==> src/rtl/hd_tdm_pkg.sv <==
// Shared types and constants for the 4-slot TDM demultiplexer.
package hd_tdm_pkg;

  localparam int unsigned SLOTS  = 4;
  localparam int unsigned SLOT_W = $clog2(SLOTS);
  localparam int unsigned MISS_W = 2;

  typedef enum logic {
    HUNT = 1'b0,
    LOCK = 1'b1
  } state_t;

  typedef logic [SLOT_W-1:0] slot_t;
  typedef logic [MISS_W-1:0] miss_t;

endpackage

==> src/rtl/hd_tdm_slot_ctr.sv <==
// Slot index counter: clear to 0, load to 1 on frame restart, or advance with wrap.
module hd_tdm_slot_ctr
  import hd_tdm_pkg::*;
(
  input  logic  clk,
  input  logic  rst_n,
  input  logic  clr,
  input  logic  load1,
  input  logic  adv,
  output slot_t slot
);

  always_ff @(posedge clk or negedge rst_n) begin
    if (!rst_n) begin
      slot <= '0;
    end else if (clr) begin
      slot <= '0;
    end else if (load1) begin
      slot <= slot_t'(1);
    end else if (adv) begin
      slot <= slot + slot_t'(1);
    end
  end

endmodule

==> src/rtl/hd_tdm_demux4.sv <==
// Recovers 4-bit frames from a serial inverting-mux stream, with SYNC-based
// frame lock, flywheel over missing marks and realignment on misplaced marks.
module hd_tdm_demux4
  import hd_tdm_pkg::*;
#(
  parameter bit          INVERT     = 1'b1,
  parameter int unsigned MISS_LIMIT = 2
) (
  input  logic             CK,
  input  logic             RN,
  input  logic             DIN,
  input  logic             SYNC,
  input  logic             EN,
  output logic [1:0]       SL,
  output logic [SLOTS-1:0] Q,
  output logic             VLD,
  output logic             ERR,
  output logic             LOCKED
);

  localparam slot_t LAST_SLOT = slot_t'(SLOTS - 1);

  state_t           state, state_nxt;
  logic [SLOTS-2:0] shadow, shadow_nxt;
  miss_t            miss, miss_nxt, miss_inc;
  logic [SLOTS-1:0] q_r, q_nxt;
  logic             vld_r, vld_nxt;
  logic             err_r, err_nxt;
  logic             locked_r;
  logic             ctr_clr, ctr_load1, ctr_adv;
  slot_t            slot;
  logic             b;

  assign b = DIN ^ INVERT;

  hd_tdm_slot_ctr u_slot_ctr (
    .clk   (CK),
    .rst_n (RN),
    .clr   (ctr_clr),
    .load1 (ctr_load1),
    .adv   (ctr_adv),
    .slot  (slot)
  );

  always_ff @(posedge CK or negedge RN) begin
    if (!RN) begin
      state    <= HUNT;
      shadow   <= '0;
      miss     <= '0;
      q_r      <= '0;
      vld_r    <= 1'b0;
      err_r    <= 1'b0;
      locked_r <= 1'b0;
    end else begin
      state    <= state_nxt;
      shadow   <= shadow_nxt;
      miss     <= miss_nxt;
      q_r      <= q_nxt;
      vld_r    <= vld_nxt;
      err_r    <= err_nxt;
      locked_r <= (state_nxt == LOCK);
    end
  end

  // Next-state, capture and pulse generation; every decision is gated by EN.
  always_comb begin
    state_nxt  = state;
    shadow_nxt = shadow;
    miss_nxt   = miss;
    q_nxt      = q_r;
    vld_nxt    = 1'b0;
    err_nxt    = 1'b0;
    ctr_clr    = 1'b0;
    ctr_load1  = 1'b0;
    ctr_adv    = 1'b0;
    miss_inc   = (miss == miss_t'(MISS_LIMIT)) ? miss : miss + miss_t'(1);

    if (EN) begin
      case (state)
        HUNT: begin
          if (SYNC) begin
            shadow_nxt[0] = b;
            ctr_load1     = 1'b1;
            miss_nxt      = '0;
            state_nxt     = LOCK;
          end
        end
        LOCK: begin
          if (SYNC && (slot != '0)) begin
            // Misplaced mark wins over any frame completion: restart at slot 1.
            err_nxt       = 1'b1;
            shadow_nxt[0] = b;
            ctr_load1     = 1'b1;
            miss_nxt      = '0;
          end else if (slot == '0) begin
            if (SYNC) begin
              miss_nxt      = '0;
              shadow_nxt[0] = b;
              ctr_adv       = 1'b1;
            end else if (miss_inc == miss_t'(MISS_LIMIT)) begin
              err_nxt   = 1'b1;
              state_nxt = HUNT;
              ctr_clr   = 1'b1;
              miss_nxt  = '0;
            end else begin
              miss_nxt      = miss_inc;
              shadow_nxt[0] = b;
              ctr_adv       = 1'b1;
            end
          end else if (slot == LAST_SLOT) begin
            q_nxt   = {b, shadow};
            vld_nxt = 1'b1;
            ctr_adv = 1'b1;
          end else begin
            shadow_nxt[slot] = b;
            ctr_adv          = 1'b1;
          end
        end
      endcase
    end
  end

  assign SL     = slot;
  assign Q      = q_r;
  assign VLD    = vld_r;
  assign ERR    = err_r;
  assign LOCKED = locked_r;

endmodule
==> config.mk <==
export PLATFORM = sky130hd
export DESIGN_NAME = hd_tdm_demux4
export DESIGN_NICKNAME = d
export VERILOG_FILES = /design/src/rtl/hd_tdm_pkg.sv /design/src/rtl/hd_tdm_slot_ctr.sv /design/src/rtl/hd_tdm_demux4.sv
export SDC_FILE = /design/constraint.sdc
export NUM_CORES = 1
export LEC_CHECK = 0
export ABC_AREA = 1
export CELL_PAD_IN_SITES_DETAIL_PLACEMENT = 0
export CELL_PAD_IN_SITES_GLOBAL_PLACEMENT = 1
export CORE_MARGIN = 1.5
export CORE_UTILIZATION = 47
export CTS_CLUSTER_SIZE = 8
export DETAILED_ROUTE_END_ITERATION = 12
export DONT_BUFFER_PORTS = 1
export PLACE_DENSITY = 0.78
export SLEW_MARGIN = 10
export SYNTH_ARGS = -nofsm -noshare
export SYNTH_HDL_FRONTEND = slang
export SYNTH_SLANG_ARGS = --single-unit
==> constraint.sdc <==
create_clock -name CK -period 3.7 [get_ports CK]
set_input_delay 0.555 -clock CK [delete_from_list [all_inputs] [get_ports CK]]
set_output_delay 0.555 -clock CK [all_outputs]
set_load 0.005 [all_outputs]
==> results_dict.tcl <==
set metrics [dict create \
    drtIter0Drc 7 \
    p_leak_nw 0.458 \
    ys.flop_type "dfrtp_1" \
    synth.largest_area_cell "dfrtp_1" \
    insertion_delay_ns 0.28 \
    stdcell_count 116 \
    vias 593 \
    cellPowerDensity_nw_per_um2 707 \
    grt_pass1_wl_mm 2.50 \
    drv_cap 0 \
    skew_ns 0.00174 \
    period_minus_slack_ns 1.53 \
    synth_area_per_cell_um2 8.33 \
    clkTransAtPathRegs_ns 0.08 \
    slew_violations 0 \
    final_area_um2 855 \
    netlist.area_leader.share 0.438 \
    htreeDepth 1 \
    crit_fanout 7 \
    ant_nets 0 \
    firstDrtPassIters 2 \
    antenna_found_initial 0 \
    cts_buffer_depth 2 \
    n_antenna_cell 0 \
    net-switching-power_uw 249 \
    synth_cell_types 15 \
    initial_core_util 0.519 \
    path_cells "inv_1 -> ha_1 -> inv_1 -> nand2_1 -> nand3_1 -> nand2_1 -> nand2_1 -> o21ai_0" \
    regArea_um2 350 \
    p_int_uw 355 \
    seq_area_frac_synth 0.438 \
    chipHeight_um 44.2 \
    status "complete, no violations" \
    ir_drop_v 0.000279 \
    routed_via_density 5.11 \
    cp-end-kind "flip-flop" \
    cp.required_ns 3.87 \
    wl_mm 1.45 \
    placed_area_um2 808 \
    netlist_area_um2 800 \
    wl_per_cell_um 12.5 \
    power_frac_comb 0.386 \
    arrival_ns 1.69 \
    drive_above_1_share 0.100 \
    setup_tns_ns 0 \
    yosys-top-cells-count "28 x nand2_1, 15 x inv_1, 14 x dfrtp_1" \
    grt_util_met1 0.233 \
    drc_errors 0 \
    place_congestion 0.826 \
    core_region_area_um2 1540 \
    die_x_um 44.2 \
    busiest_layer "met2" \
    dieArea_um2 1960 \
    hold_class "in -> reg" \
    multiInputGateArea_um2 373 \
    period_share 0.413 \
    hold_viol 0 \
    synth.area.top_cells "dfrtp_1 44%, nand2_1 13%, ha_1 11%" \
    crit_type "reg -> reg" \
    path_common_cell "nand2_1" \
    grt_overflow 0 \
    portBuffers 0 \
    power.share.sequential 0.434 \
    rsz0062_at_grt "no" \
    post-place-cells 111 \
    synth_cells 96 \
    cts_sinks 14 \
    grt_pass1_vias 559 \
    worst_pin_slew_ns 0.631 \
    postSynthNetCount 108 \
    syn2layout_area_growth_pct 6.89 \
    cpMaxStageDelayCell "dfrtp_1" \
    ys_warn_count 0 \
    fmax_ghz 0.655 \
    placementRows 14 \
    crit_path_max_incr_delay_ns 0.48 \
    grt_use_met3 0.0531 \
    post_cts_buffers 0 \
    clock_tree.root_cell "clkbuf_4" \
    crit_path_start_kind "flip-flop" \
    utilization 0.554 \
    place_ws_ns 2.18 \
    fill_cells 151 \
    cts_tree "built" \
    grt_max_degree 15 \
    clkPwrFrac 0.180 \
    synth_edf_count 0 \
    yosys_register_bits 14 \
    max_slew_margin 0.578 \
    use_met2 0.282 \
    grt_usage 0.183 \
    dpl.hpwl_mm 1.14 \
    netSwitchingFraction 0.412 \
    finalWorstSetupSlack_ns 2.17 \
    yosysMostFrequentCell "nand2_1" \
    io_pins 14 \
    nets 113 \
    setup_violations 0 \
    cts_made_buffers 3 \
    synth-async-reset-ratio 1.00 \
]
==> metrics by stage <==
step                hold WS [ns]  power [mW]
global placement           0.260       0.493
floorplan                  0.259       0.455
CTS                        0.358       0.612
detailed placement         0.260       0.497
global route               0.348       0.669
finish                     0.361       0.604
==> critical path: cells and delay by family (launching register included) <==
kind,cells,cell delay (ns)
buffers and inverters,2,0.23
and+or+nand+nor,4,0.38
AOI/OAI and AO/OA,1,0.07
DFF,1,0.48
adders and majority gates,1,0.25
==> repair_timing <==
item                                   CTS  global route
resized for setup                        0             0
hold buffers                             1             0
endpoints found under the hold margin   14             0
==> power by group through the flow <==
stage          clock [mW]  sequential [mW]  combinational (mW)
6_report            0.109            0.262               0.233
2_1_floorplan           0            0.248               0.207
4_1_cts             0.114            0.264               0.234
3_3_place_gp            0            0.266               0.227
5_1_grt             0.122            0.273               0.274
3_5_place_dp            0            0.267               0.230
==> logic make-up (layout without fill, tap and decap cells) <==
kind of cell | after synthesis | count (layout) | share of synthesized area
DFF | 14 | 14 | 0.438
adders and majority gates | 7 | 7 | 0.110
and+or+nand+nor | 47 | 47 | 0.288
buffers and inverters | 17 | 21 | 0.0955
AOI/OAI and AO/OA | 11 | 11 | 0.0689
==> layer usage <==
| metal | wire, µm | vias up |
|---|---|---|
| li1 | - | 317 |
| met1 | 709 | 262 |
| met2 | 672 | 9 |
| met3 | 43 | 5 |
| met4 | 27 | 0 |
| met5 | 0 | - |
==> area by class of cell <==
cell class	count	share of cell area
multi-input combinational	65	0.436
sequential	14	0.410
inverter	16	0.0761
clock buffer	4	0.0425
tap	16	0.0234
timing repair buffer	1	0.0117
==> flip-flops by register name (all words and copies together), names as in the netlist <==
name / count
ERR: 1
LOCKED: 1
Q: 4
VLD: 1
miss: 2
shadow: 3
u_slot_ctr.slot: 2
==> cells in the final DEF (no fill, tap or decap) <==
cell type and n:
clkbuf_4 3, inv_1 15, a21oi_1 3, clkinv_4 1, o21ai_0 4, nand4_4 1, nand3_1 7, o21ai_1 4
nand4_1 4, nand2_2 2, dfrtp_1 14, nand2_1 28, ha_1 7, clkbuf_8 1, dlygate4sd3_1 1, nor2_1 3
nand3_2 2
==> path summary, 6_finish.rpt <==
kind                                    start        end  slack, ns  cells past startpoint
min reg2reg                         shadow[0]  shadow[0]       0.49                      2
max reg2reg                u_slot_ctr.slot[0]    miss[0]       2.17                      8
max                        u_slot_ctr.slot[0]    miss[0]       2.17                      8
min                                       DIN       Q[3]       0.36                      1
max in group asynchronous                  RN        ERR       2.57                      1
min in group asynchronous                  RN     LOCKED       0.73                      1
(Power assumes the default switching activity.)
